### src/rtl/ch_packer_pkg.sv
// Shared defaults and state encoding for the channel packer.
package ch_packer_pkg;

    localparam int unsigned DEF_DATA_W = 4;
    localparam int unsigned DEF_RATIO  = 4;
    localparam int unsigned CNT_W      = $clog2(DEF_RATIO) + 1;

    typedef enum logic {
        FILL = 1'b0,
        FULL = 1'b1
    } state_t;

endpackage

### src/rtl/ch_packer.sv
// Packs RATIO narrow beats into one wide word, beat 0 in the LSBs.
// Optional CH_PACKER_FLUSH_EN adds io_flush / io_deq_count for partial words.
module ch_packer
    import ch_packer_pkg::*;
#(
    parameter int unsigned DATA_W = DEF_DATA_W,
    parameter int unsigned RATIO  = DEF_RATIO
) (
    input  logic                     clk,
    input  logic                     reset,
    input  logic                     io_enq_valid,
    input  logic [DATA_W-1:0]        io_enq_data,
    output logic                     io_enq_ready,
    output logic                     io_deq_valid,
    output logic [DATA_W*RATIO-1:0]  io_deq_data,
    input  logic                     io_deq_ready
`ifdef CH_PACKER_FLUSH_EN
    ,
    input  logic                     io_flush,
    output logic [$clog2(RATIO):0]   io_deq_count
`endif
);

    localparam int unsigned CW = $clog2(RATIO) + 1;

    logic [CW-1:0] count;
    logic [CW-1:0] wr_idx;
    logic          full;
    logic          enq_fire;
    logic          deq_fire;
    state_t        state;

`ifdef CH_PACKER_FLUSH_EN
    // A flushed partial word is held in FULL with count below RATIO.
    logic flushed;
    assign full         = (count == CW'(RATIO)) || flushed;
    assign io_deq_count = count;
`else
    assign full = (count == CW'(RATIO));
`endif

    always_comb begin
        state = FILL;
        if (full) begin
            state = FULL;
        end
    end

    assign io_enq_ready = (state == FILL) || io_deq_ready;
    assign io_deq_valid = (state == FULL);
    assign enq_fire     = io_enq_valid && io_enq_ready;
    assign deq_fire     = io_deq_valid && io_deq_ready;
    // An enq alongside a deq starts the next word in lane 0.
    assign wr_idx       = deq_fire ? '0 : count;

    always_ff @(posedge clk) begin
        if (reset) begin
            count <= '0;
        end else if (deq_fire) begin
            count <= enq_fire ? CW'(1) : '0;
        end else if (enq_fire) begin
            count <= count + CW'(1);
        end
    end

`ifdef CH_PACKER_FLUSH_EN
    always_ff @(posedge clk) begin
        if (reset) begin
            flushed <= 1'b0;
        end else if (deq_fire) begin
            flushed <= 1'b0;
        end else if ((state == FILL) && io_flush && ((count != '0) || enq_fire)) begin
            flushed <= 1'b1;
        end
    end
`endif

    for (genvar i = 0; i < int'(RATIO); i++) begin : g_lane
        logic [DATA_W-1:0] lane;

        // Lanes are cleared on every deq so unwritten lanes read as zero.
        always_ff @(posedge clk) begin
            if (reset) begin
                lane <= '0;
            end else if (enq_fire && (wr_idx == CW'(i))) begin
                lane <= io_enq_data;
            end else if (deq_fire) begin
                lane <= '0;
            end
        end

        assign io_deq_data[i*DATA_W +: DATA_W] = lane;
    end

endmodule

### config.mk
export PLATFORM = sky130hd
export DESIGN_NAME = ch_packer
export DESIGN_NICKNAME = d
export VERILOG_FILES = /design/src/rtl/ch_packer_pkg.sv /design/src/rtl/ch_packer.sv
export SDC_FILE = /design/constraint.sdc
export NUM_CORES = 1
export LEC_CHECK = 0
export BUFFER_PORTS_ARGS = -buffer_cell sky130_fd_sc_hd__buf_2
export CAP_MARGIN = 20
export CORE_MARGIN = 5
export CORE_UTILIZATION = 45
export CTS_BUF_LIST = sky130_fd_sc_hd__clkbuf_4 sky130_fd_sc_hd__clkbuf_8
export DETAILED_ROUTE_END_ITERATION = 6
export GPL_TIMING_DRIVEN = 0
export PLACE_DENSITY = 0.81
export SLEW_MARGIN = 20
export SYNTH_ARGS = -nofsm -noshare
export SYNTH_HDL_FRONTEND = slang
export SYNTH_SLANG_ARGS = --single-unit
### constraint.sdc
create_clock -name clk -period 1.8 [get_ports clk]
set_input_delay 0.27 -clock clk [delete_from_list [all_inputs] [get_ports clk]]
set_output_delay 0.27 -clock clk [all_outputs]
set_load 0.01 [all_outputs]
==> results_dict.tcl <==
set metrics [dict create \
    outcome "completed" \
    cts_sinks 19 \
    fin_crit_sh_pct 93.3 \
    combPwrFrac_pct 15.4 \
    synth_mux_area_share_pct 14.5 \
    placed_cells 145 \
    worst-r2r-setup-slack_ps 230 \
    rsz0062_at_grt "no" \
    synthArstFlopShare_pct 0 \
    worst_r2r_path_depth 6 \
    cts_root_buffer "clkbuf_4" \
    synthXorXnorAreaFrac_pct 0 \
    grt_max_degree 12 \
    ys_seq_elements 19 \
    drc 0 \
    dr.pass1.iters 2 \
    r2r_end "g_lane[2].lane[2]$_SDFFE_PP0P_" \
    synth_compound_area_share_pct 11.1 \
    dpl.hpwl_microns 1360 \
    ys.flop_type "dfxtp_1" \
    n_fill_cell 199 \
    synth_top_cells_by_count "19 x dfxtp_1, 16 x nand2_1, 13 x mux2i_1" \
    synth-edff-count 0 \
    grt_pass1_vias 671 \
    port_buffers 25 \
    synth_top_area_share_pct 42.3 \
    die-area_sq_um 2990 \
    finClkSkew_ps 10.2 \
    grt_pass1_wl_microns 2840 \
    grt_overflow_total 0 \
    leakage_nw 0.497 \
    synth_nets 106 \
    synth_area_leaders "dfxtp_1 42%, mux2i_1 14%, ha_1 7.0%" \
    endpoint_kind "output port" \
    place_congestion 0.818 \
    drv_cap 0 \
    synth_top_family_by_area "simple AND/OR/NAND/NOR gates" \
    stdcell_area_sq_um 1100 \
    ys_warn_count 0 \
    fin_setup_tns_ps 0 \
    drv_slew 0 \
    hold_viol_final 0 \
    dpl-instance-area_sq_um 1060 \
    numCtsBuffers 3 \
    r2r_start "count[1]$_SDFFE_PP0P_" \
    ios 26 \
    ant_nets 0 \
    via_per_inst 4.82 \
    synth_most_common_cell "dfxtp_1" \
    core_area_sq_um 1940 \
    cts_hold_buf 0 \
    wl_per_cell_microns 11.8 \
    finalPower_uw 783 \
    multiInputGateArea_sq_um 459 \
    synthAdderAreaFrac_pct 6.96 \
    synthSimpleGateAreaFrac_pct 17.1 \
    die_h_microns 54.7 \
    htree_num_levels 1 \
    cts_tree "built" \
    min_period_ps 1680 \
    vias 718 \
    rows 16 \
    register_area_sq_um 382 \
    seq_area_frac_synth_pct 42.3 \
    grt_util_all_layers_pct 13.0 \
    yosysUniqueCellTypes 22 \
    final_nets 136 \
    crit_fanout 7 \
    stdcell_count 149 \
    sw_frac_of_total_pct 26.4 \
    fmax_mhz 596 \
    p_sw_uw 207 \
    dieWidth_microns 54.7 \
    seqPwrFrac_pct 57.6 \
    clkPwrFrac_pct 27.0 \
    synthesis.area_sq_um 898 \
    critPathKind "reg -> out" \
    antenna_found_initial 0 \
    diodes 0 \
    cp.required_ps 1530 \
    syn-mean-instance-area_sq_um 9.66 \
    endpoint "io_enq_ready" \
    crit_path_start "count[0]$_SDFFE_PP0P_" \
    hold_path_class "in -> reg" \
    drt_iter0_markers 1 \
    relSlewSlack_pct 69.3 \
    clock_latency_ps 290 \
    max-vdd-ir-drop_mv 0.378 \
    area.growth.synth_to_final_pct 22.3 \
    finalSetupViolCount 0 \
    clock_path_buffers 2 \
    syn_inst 93 \
    synth_top_cell_by_area "dfxtp_1" \
    wl_microns 1760 \
    start_kind "flop" \
    cts.clk_slew.worst_paths_ps 110 \
    drive_gt1_share_pct 31.1 \
    start_util_pct 46.3 \
    p_per_area_nw_per_um2 713 \
    worst_slew_pin_slew_ps 461 \
    arrival_ps 1410 \
    p_int_uw 576 \
]
[registers in the layout (all words and copies together) (netlist names)]
| signal | flops |
|---|---|
| g_lane.lane | 16 |
| count | 3 |
[placed cells by master (no fill, tap or decap)]
| cell type | synthesis | routed |
|---|---|---|
| nand2_1 | 16 | 16 |
| a21boi_1 | 1 | 1 |
| nor2_1 | 1 | 1 |
| o32ai_1 | 4 | 4 |
| buf_6 | 3 | 3 |
| o21ai_1 | 2 | 2 |
| a21bo_1 | 1 | 1 |
| mux2i_1 | 13 | 13 |
| clkinv_2 | 0 | 1 |
| inv_2 | 0 | 2 |
| nand3b_1 | 1 | 1 |
| a31oi_1 | 1 | 1 |
| clkbuf_1 | 2 | 2 |
| o31ai_1 | 1 | 1 |
| and3_1 | 4 | 4 |
| a2111oi_2 | 1 | 1 |
| inv_1 | 8 | 6 |
| nand3_1 | 1 | 1 |
| nor2b_2 | 1 | 1 |
| ha_1 | 5 | 4 |
| clkbuf_4 | 0 | 3 |
| buf_2 | 0 | 25 |
| dfxtp_1 | 19 | 18 |
| ha_4 | 0 | 1 |
| o2111ai_1 | 1 | 1 |
| nand2b_1 | 5 | 5 |
| or2_1 | 2 | 2 |
| dfxtp_2 | 0 | 1 |
[worst max-delay path: stages, from the launching register on]
cell     delay, ps
dfxtp_2        370
inv_2          100
ha_4           170
nand2_1        110
or2_1          230
buf_2          140
[cells by family after synthesis]
logic type | Yosys count
AO/OA/AOI/OAI | 12
adder cells (fa/ha/maj) | 5
multiplexers | 13
buffers and inverters | 13
flip-flops | 19
AND/OR/NAND/NOR | 31
[per-layer routing]
metal | GRT usage, % | wire [microns] | vias to the layer above
li1 | - | - | 374
met1 | 15.9 | 817 | 320
met2 | 21.7 | 794 | 20
met3 | 3.81 | 126 | 4
met4 | 3.73 | 19 | 0
met5 | 0 | 0 | -
[worst min path at each step]
stage                                     endpoint                      startpoint  depth (start not counted)
floorplan                    count[2]$_SDFFE_PP0P_                    io_enq_valid                          2
global placement    g_lane[1].lane[0]$_SDFFE_PP0P_  g_lane[1].lane[0]$_SDFFE_PP0P_                          2
detailed placement  g_lane[1].lane[1]$_SDFFE_PP0P_  g_lane[1].lane[1]$_SDFFE_PP0P_                          2
CTS                          count[2]$_SDFFE_PP0P_                    io_enq_valid                          3
global route        g_lane[3].lane[0]$_SDFFE_PP0P_                           reset                          4
finish                       count[2]$_SDFFE_PP0P_                    io_enq_valid                          3
[per-stage QoR]
| step | utilization, % | setup WS (ps) | hold WS (ps) |
|---|---|---|---|
| 2_1_floorplan | - | 349 | 433 |
| 3_3_place_gp | 54.4 | 138 | 439 |
| 3_5_place_dp | 54.4 | 70.5 | 447 |
| 4_1_cts | 56.5 | 13.6 | 310 |
| 5_1_grt | 56.6 | 8.64 | 342 |
| 6_report | 56.6 | 121 | 313 |
[cell type report]
cell class / count / area share, %
Buffer: 5 / 3.76
Clock buffer: 3 / 2.05
Clock inverter: 1 / 0.456
Inverter: 8 / 2.73
Multi-Input combinational cell: 61 / 41.8
Sequential cell: 19 / 34.7
Tap cell: 27 / 3.08
Timing Repair Buffer: 25 / 11.4
[timing repair]
action | CTS | global route
endpoints found under the setup margin | 1 | 8
hold endpoints to repair | 0 | 0
buffers inserted | 0 | 0
pin swaps | 0 | 0
resized for setup | 2 | 3
[power by group through the flow]
| stage | Sequential (mW) | Combinational, mW | Clock, mW |
|---|---|---|---|
| after floorplan | 0.466 | 0.0688 | 0 |
| after global placement | 0.459 | 0.114 | 0 |
| after global routing | 0.454 | 0.135 | 0.238 |
| after detailed placement | 0.460 | 0.116 | 0 |
| after CTS | 0.451 | 0.122 | 0.219 |
| final | 0.451 | 0.121 | 0.211 |
No activity file was read; power rests on OpenSTA's default activity.
